### src/rtl/bcd_seq_converter_if.sv
// bcd_seq_converter_if: start/operand/result bundle; carries blank only when BCD_BLANK_EN is defined
interface bcd_seq_converter_if #(
  parameter int WIDTH  = 8,
  parameter int DIGITS = 3
);
  logic                  start;
  logic [WIDTH-1:0]      bin;
  logic                  busy;
  logic                  done;
  logic [4*DIGITS-1:0]   bcd;
`ifdef BCD_BLANK_EN
  logic [DIGITS-1:0]     blank;
`endif
  modport master (
    output start, bin,
    input  busy, done, bcd
`ifdef BCD_BLANK_EN
    , blank
`endif
  );
  modport slave (
    input  start, bin,
    output busy, done, bcd
`ifdef BCD_BLANK_EN
    , blank
`endif
  );
endinterface

### src/rtl/bcd_seq_converter.sv
// bcd_seq_converter: sequential double-dabble binary-to-BCD, one shift per clock; BCD_BLANK_EN adds a leading-zero mask
module bcd_seq_converter #(
  parameter int WIDTH  = 8,
  parameter int DIGITS = 3
) (
  input logic               clk,
  input logic               rst,
  bcd_seq_converter_if.slave bus
);
  localparam int BW = 4 * DIGITS;
  localparam int CW = $clog2(WIDTH + 1);
  localparam logic [CW-1:0] LAST = CW'(WIDTH - 1);
  typedef enum logic [1:0] {IDLE, CONV, DONE} state_t;
  state_t            state_q, state_d;
  logic [WIDTH-1:0]  shift_q, shift_d;
  logic [BW-1:0]     scr_q, scr_d, bcd_q, bcd_d, adj, res;
  logic [CW-1:0]     cnt_q, cnt_d;
  logic [BW+WIDTH-1:0] sh;
`ifdef BCD_BLANK_EN
  logic [DIGITS-1:0] blank_q, blank_d, blank_n;
  logic              z;
`endif
  // one double-dabble step: add 3 to every digit >= 5, then shift {scratch,shift} left
  always_comb begin
    adj = scr_q;
    for (int k = 0; k < DIGITS; k++)
      adj[4*k +: 4] = scr_q[4*k +: 4] >= 4'd5 ? scr_q[4*k +: 4] + 4'd3 : scr_q[4*k +: 4];
    sh  = {adj, shift_q} << 1;
    res = sh[BW+WIDTH-1:WIDTH];
`ifdef BCD_BLANK_EN
    z       = 1'b1;
    blank_n = '0;
    for (int k = DIGITS - 1; k >= 1; k--) begin
      z          = z & (res[4*k +: 4] == 4'd0);
      blank_n[k] = z;
    end
`endif
  end
  // next-state: IDLE and DONE both accept start (DONE gives back-to-back), CONV ignores it
  always_comb begin
    state_d = state_q;
    shift_d = shift_q;
    scr_d   = scr_q;
    cnt_d   = cnt_q;
    bcd_d   = bcd_q;
`ifdef BCD_BLANK_EN
    blank_d = blank_q;
`endif
    if (state_q == CONV) begin
      shift_d = sh[WIDTH-1:0];
      scr_d   = res;
      cnt_d   = cnt_q + 1'b1;
      if (cnt_q == LAST) begin
        state_d = DONE;
        bcd_d   = res;
`ifdef BCD_BLANK_EN
        blank_d = blank_n;
`endif
      end
    end else begin
      state_d = bus.start ? CONV : IDLE;
      if (bus.start) begin
        shift_d = bus.bin;
        scr_d   = '0;
        cnt_d   = '0;
      end
    end
  end
  // state and datapath registers, reset wins over everything
  always_ff @(posedge clk) begin
    if (rst) begin
      state_q <= IDLE;
      shift_q <= '0;
      scr_q   <= '0;
      cnt_q   <= '0;
      bcd_q   <= '0;
`ifdef BCD_BLANK_EN
      blank_q <= '0;
`endif
    end else begin
      state_q <= state_d;
      shift_q <= shift_d;
      scr_q   <= scr_d;
      cnt_q   <= cnt_d;
      bcd_q   <= bcd_d;
`ifdef BCD_BLANK_EN
      blank_q <= blank_d;
`endif
    end
  end
  assign bus.busy = state_q == CONV;
  assign bus.done = state_q == DONE;
  assign bus.bcd  = bcd_q;
`ifdef BCD_BLANK_EN
  assign bus.blank = blank_q;
`endif
endmodule

### src/flat_wrapper.sv
// flat-port wrapper written by rule: the top's interface ports become plain ports
module bcd_seq_converter_flat 
#(
  parameter int WIDTH  = 8,
  parameter int DIGITS = 3
)
  (clk, rst, bus_start, bus_bin, bus_busy, bus_done, bus_bcd);
  bcd_seq_converter_if #(.WIDTH(WIDTH), .DIGITS(DIGITS)) bus_i ();
  input logic clk;
  input logic rst;
  input wire logic [$bits(bus_i.start)-1:0] bus_start;
  input wire logic [$bits(bus_i.bin)-1:0] bus_bin;
  output wire logic [$bits(bus_i.busy)-1:0] bus_busy;
  output wire logic [$bits(bus_i.done)-1:0] bus_done;
  output wire logic [$bits(bus_i.bcd)-1:0] bus_bcd;
  assign bus_i.start = bus_start;
  assign bus_i.bin = bus_bin;
  assign bus_busy = bus_i.busy;
  assign bus_done = bus_i.done;
  assign bus_bcd = bus_i.bcd;
  bcd_seq_converter #(.WIDTH(WIDTH), .DIGITS(DIGITS)) u_core (.clk(clk), .rst(rst), .bus(bus_i));
endmodule
### config.mk
export PLATFORM = sky130hd
export DESIGN_NAME = bcd_seq_converter_flat
export DESIGN_NICKNAME = d
export VERILOG_FILES = /design/src/rtl/bcd_seq_converter_if.sv /design/src/rtl/bcd_seq_converter.sv /design/src/flat_wrapper.sv
export SDC_FILE = /design/constraint.sdc
export NUM_CORES = 1
export LEC_CHECK = 0
export CORE_ASPECT_RATIO = 0.9
export CORE_UTILIZATION = 30
export DETAILED_ROUTE_END_ITERATION = 6
export GPL_TIMING_DRIVEN = 0
export PLACE_DENSITY = 0.61
export SLEW_MARGIN = 20
export SYNTH_ARGS = -nofsm -noshare
export SYNTH_HDL_FRONTEND = slang
export SYNTH_SLANG_ARGS = --single-unit
### constraint.sdc
create_clock -name clk -period 3 [get_ports clk]
set_input_delay 0.6 -clock clk [delete_from_list [all_inputs] [get_ports clk]]
set_output_delay 0.6 -clock clk [all_outputs]
set_load 0.01 [all_outputs]
==> results of run 1 <==
metal layers:
metal	wire length (um)	track usage, %	vias up	part of all wire (%)
li1	-	-	702	-
met1	2010	19.4	647	52
met2	1680	20.9	29	43
met3	140	4.42	4	3.6
met4	34	5.26	0	0.88
met5	0	0	-	0
power groups by stage:
stage / clock network, mW / logic (mW) / registers [mW]
after floorplan: 0 / 0.0555 / 0.533
after global placement: 0 / 0.0830 / 0.535
after detailed placement: 0 / 0.0839 / 0.535
after CTS: 0.348 / 0.0842 / 0.523
after global routing: 0.369 / 0.0921 / 0.525
final: 0.332 / 0.0846 / 0.523
final timing paths:
check	end	cells after the start
setup / recovery	bus_busy	5
hold / removal	u_core.bus.bcd[8]	1
setup reg to reg	u_core.bus.bcd[0]	6
hold reg to reg	u_core.bus.bcd[8]	1
cell families (layout without fill, tap and decap cells):
family / after synthesis / after routing
AO/OA/AOI/OAI: 50 / 50
flip-flops: 38 / 38
XOR/XNOR: 3 / 3
adder cells (fa/ha/maj): 7 / 7
AND/OR/NAND/NOR: 50 / 50
buffers and inverters: 19 / 48
multiplexers: 11 / 11
flip-flops by register name, summed over array words and instances, names as in the netlist:
name and flops:
u_core.state_q 2, u_core.scr_q 12, u_core.cnt_q 4, u_core.shift_q 8, u_core.bus.bcd 12
worst reg2reg max path: stages, from the launching register on:
cell and delay (ns):
dfxtp_1 0.34, ha_1 0.24, nand2_1 0.12, nor3_4 0.06, nand2_1 0.27, clkinv_2 0.22, a22o_1 0.22
final cells by class:
cell class	instances	area, um^2
repair buffers	22	220
well taps	67	83.8
flip-flops and latches	38	761
plain buffers	10	68.8
fillers	549	3300
multi-input cells	121	866
clock buffers	7	76.3
inverters	9	35.0
per-stage QoR:
| stage | worst slack (ns) | hold slack (ns) | utilization [%] |
|---|---|---|---|
| finish | 0.619 | 0.463 | 39.0 |
| global placement | 0.943 | 0.449 | 37.6 |
| global route | 0.546 | 0.487 | 39.0 |
| detailed placement | 0.948 | 0.452 | 37.6 |
| floorplan | 1.59 | 0.444 | - |
| CTS | 0.622 | 0.470 | 39.0 |
synth_stat cells, drive strengths merged:
| cell | instances |
|---|---|
| nand3b | 2 |
| nand3 | 4 |
| or3 | 5 |
| nor3b | 5 |
| nor2b | 1 |
| nand2b | 4 |
| o2bb2ai | 6 |
| a31o | 5 |
| ha | 7 |
| clkbuf | 3 |
| nand2 | 5 |
| nor4 | 2 |
| a211oi | 7 |
| and2 | 1 |
| inv | 8 |
| a22o | 6 |
| nor4b | 3 |
| clkinv | 1 |
| nor3 | 6 |
| dfxtp | 38 |
| xnor2 | 3 |
| nor2 | 12 |
| o21ai | 7 |
| mux2i | 11 |
| a21oi | 16 |
| o22ai | 3 |
| buf | 7 |
==> results.cfg, run 1 <==
[synth]
synth-simple-area-share_pct = 17.1
synth-seq-cells = 38
synth-adder-area-share_pct = 5.06
synth_top_area_cell = dfxtp_1
ys_types = 34
synth.mux.area_fraction_pct = 6.36
synth_top_family_by_area = compound AO/OA/AOI/OAI gates
synth_seq_area_share_pct = 44.0
synth.top_cell.area_share_pct = 44.0
netlist_instances = 178
netlist_area_um2 = 1730
synth_compound_area_share_pct = 20.0
synthXorXnorAreaFrac_pct = 1.52
syn-num-nets = 196
ys_warn_count = 0
netlist_top_cells_area = dfxtp_1 44%, mux2i_1 6.4%, ha_1 5.1%
avgSynthCellArea_um2 = 9.72

[setup_path]
crit_chain = nand2b_4, inv_2, buf_4, buf_6, clkdlybuf4s50_1
cp_slowest_cell = clkdlybuf4s50_1
cp_num_buf_inv = 4
cp.arrival_ns = 1.78
crit_path_max_incr_delay_ns = 0.54
crit_path_end_kind = primary output
path_class = flip-flop to primary output
start_kind = flip-flop
crit_start = u_core.state_q[0]
cp_max_fo = 10
worstPathRequired_ns = 2.40
cpLargestDelayFamily = buffers and inverters
r2r-start = u_core.cnt_q[0]
reg2reg_slack_ns = 1.44

[final_layout]
area_delta_synth_final_pct = 22.0
drive_gt1_share_pct = 12.1
final_area_um2 = 2110
final_common_cell = dfxtp_1
n_antenna_cell = 0
final_cells = 274
final_nets = 225
layout_common_cells = 38 x dfxtp_1, 22 x clkdlybuf4s50_1, 13 x a21oi_1

[die]
core-area_um2 = 5410
start_util_pct = 32.0
ios = 25
die_x_um = 82.1
die_h_um = 74.1
die_area_um2 = 6080
rows = 25

[clocking]
htreeDepth = 2
cts_sinks = 38
cts_max_path_buffers = 2
clock_latency_ns = 0.29
cts_made_buffers = 5
path_clk_slew_ns = 0.07
cts_tree = yes
root_buffer = clkbuf_8
post_cts_buffers = 0
cts_resized = 0
ctsHoldBuffers = 0

[pwr]
powerDensity_nw_per_um2 = 445
swShare_pct = 24.2
switchingPower_uw = 228
p_clk_share_pct = 35.3
power.share.combinational_pct = 9.0
peakVddDrop_mv = 0.237
seqPwrFrac_pct = 55.7
power_uw = 940
p_leak_nw = 0.770
intPower_uw = 712

[timing]
hold_viol = 0
skew_ns = 0.00385
slew_headroom_pct = 65.9
rsz0062_at_grt = no
finalMaxSlewViolations = 0
finalSetupTns_ns = 0
period_share_pct = 79.4
worst_pin_slew_ns = 0.510
timing.fmax_ghz = 0.420
setup_viol = 0
fin_crit_ns = 2.38

[place]
dp.cells = 267
io_buffers = 22
placed_area_um2 = 2030
gp_congestion = 0.739
hpwl_mm = 2.67

[drt]
dr.pass1.iters = 4
drc = 0
avgRoutedWirePerCell_um = 14.1
viasPerCell = 5.04
ant_nets = 0
routed_wl_mm = 3.87
vias = 1382
drtIter0Drc = 90

[job]
maxCapViolCount = 0

[global_routing]
grt_max_degree = 11
overflow = 0
grt_pass1_vias = 1263
antenna_found_initial = 0
grt_usage_pct = 14.2
grt_pass1_wl_mm = 6.32

[min_path]
worstHoldPathType = flip-flop to flip-flop
worstHoldStart = u_core.bus.bcd[8]

[status]
status = completed
Power figures use the tool's default switching activity.
==> run 2, diff against run 1 <==
--- a/config.mk
+++ b/config.mk
@@ -9,7 +9,7 @@
 export CORE_UTILIZATION = 30
 export DETAILED_ROUTE_END_ITERATION = 6
 export GPL_TIMING_DRIVEN = 0
-export PLACE_DENSITY = 0.61
+export PLACE_DENSITY = 0.63
 export SLEW_MARGIN = 20
 export SYNTH_ARGS = -nofsm -noshare
 export SYNTH_HDL_FRONTEND = slang
==> constraint.sdc (replaced) <==
create_clock -name clk -period 2 [get_ports clk]
set_input_delay 0.4 -clock clk [delete_from_list [all_inputs] [get_ports clk]]
set_output_delay 0.4 -clock clk [all_outputs]
set_load 0.01 [all_outputs]
==> results.cfg, run 2 (synthesized netlist as in run 1, its figures left out) <==
[place]
gp_congestion = 0.776
place_ws_ns = 0.133
io_buffers = 22
hpwl_mm = 2.67
placed_area_um2 = 2030

[status]
status = completed

[job]
maxCapViolCount = 0

[global_routing]
overflow = 0
antenna_found_initial = 0
grt_pass1_wl_mm = 6.56
grt_usage_pct = 14.5
grt_max_degree = 12
grt_pass1_vias = 1298

[drt]
dr.pass1.iters = 4
drc = 0
ant_nets = 0
drtIter0Drc = 47
avgRoutedWirePerCell_um = 14.1
routed_wl_mm = 3.88
vias = 1362
viasPerCell = 4.95

[min_path]
worstHoldPathType = flip-flop to flip-flop

[timing]
rsz0062_at_grt = no
finalMaxSlewViolations = 0
worst_pin_slew_ns = 0.509
fin_crit_ns = 1.84
setup_viol = 0
period_share_pct = 91.9
hold_viol = 0
slew_headroom_pct = 66.1
finalSetupTns_ns = 0
setup_ws_ns = 0.161
timing.fmax_ghz = 0.544
skew_ns = 0.0102

[pwr]
power_mw = 1.46
powerDensity_nw_per_um2 = 685
p_leak_nw = 0.783
peakVddDrop_mv = 0.281

[setup_path]
start_kind = flip-flop
crit_chain = nand2b_4, inv_4, buf_6, buf_6, dlygate4sd2_1
path_class = flip-flop to primary output
cp_max_fo = 10
cp.arrival_ns = 1.44
worstPathRequired_ns = 1.60
crit_path_end_kind = primary output
crit_path_max_incr_delay_ns = 0.31
cp_num_buf_inv = 4
cpLargestDelayFamily = buffers and inverters
cpMostUsedCell = buf_6
cp_slowest_cell = dfxtp_1

[die]
rows = 25
die_h_um = 74.1
ios = 25
die_area_um2 = 6080
core-area_um2 = 5410
die_x_um = 82.1
start_util_pct = 32.0

[clocking]
htreeDepth = 2
cts_sinks = 38
clock_latency_ns = 0.29
cts_tree = yes
ctsHoldBuffers = 0
root_buffer = clkbuf_8
cts_made_buffers = 5
post_cts_buffers = 0
cts_max_path_buffers = 2
path_clk_slew_ns = 0.08

[final_layout]
drive_gt1_share_pct = 13.0
area_delta_synth_final_pct = 23.1
nFillCells = 546
layout_common_cells = 38 x dfxtp_1, 21 x clkdlybuf4s50_1, 13 x a21oi_1
final_area_um2 = 2130
final_common_cell = dfxtp_1
final_nets = 225
n_antenna_cell = 0
## run 2: cell count changes in the layout (fill, tap and decap cells not counted), sizes merged
cell           delta
clkdlybuf4s50     -1
clkinv            +1
dlygate4sd2       +1
## run 2: timing repair
action / in CTS / in global routing
resized for setup: 3 / 0
endpoints found under the hold margin: 0 / 0
endpoints found under the setup margin: 1 / 0
## run 2: final timing paths
| check | start | endpoint | slack (ns) | cells past startpoint |
|---|---|---|---|---|
| max | u_core.state_q[1] | bus_busy | 0.16 | 5 |
| min reg2reg | u_core.bus.bcd[1] | u_core.bus.bcd[1] | 0.47 | 1 |
| max reg2reg | u_core.scr_q[0] | u_core.scr_q[2] | 0.44 | 6 |
| min | u_core.bus.bcd[1] | u_core.bus.bcd[1] | 0.47 | 1 |
## run 2: metrics by stage
stage / std cells / utilization (%) / hold WS, ns
floorplan: 178 / - / 0.444
global placement: 267 / 37.6 / 0.453
global route: 275 / 39.4 / 0.491
finish: 275 / 39.4 / 0.470
CTS: 275 / 39.4 / 0.474
detailed placement: 267 / 37.6 / 0.446
## run 2: final cells by class
cell class	count	area [um^2]	share of cell area [%]
multi-input combinational	121	866	40.6
sequential	38	761	35.7
timing repair buffer	22	219	10.3
clock buffer	7	86.3	4.05
tap	67	83.8	3.93
buffer	10	72.6	3.41
inverter	9	37.5	1.76
clock inverter	1	5.00	0.235
## run 2: where the power goes
part           switching (mW)  internal, mW
clock network           0.268         0.278
logic                  0.0736        0.0546
registers              0.0115         0.774
total                   0.353          1.11
## run 2: per-layer routing
layer,track usage [%],part of all wire [%],up-vias,wire length (um)
met4,5.07,0.23,0,9
met1,20.6,53,640,2040
met5,0,0,-,0
li1,-,-,705,-
met3,4.17,2.9,2,114
met2,20.7,44,15,1710
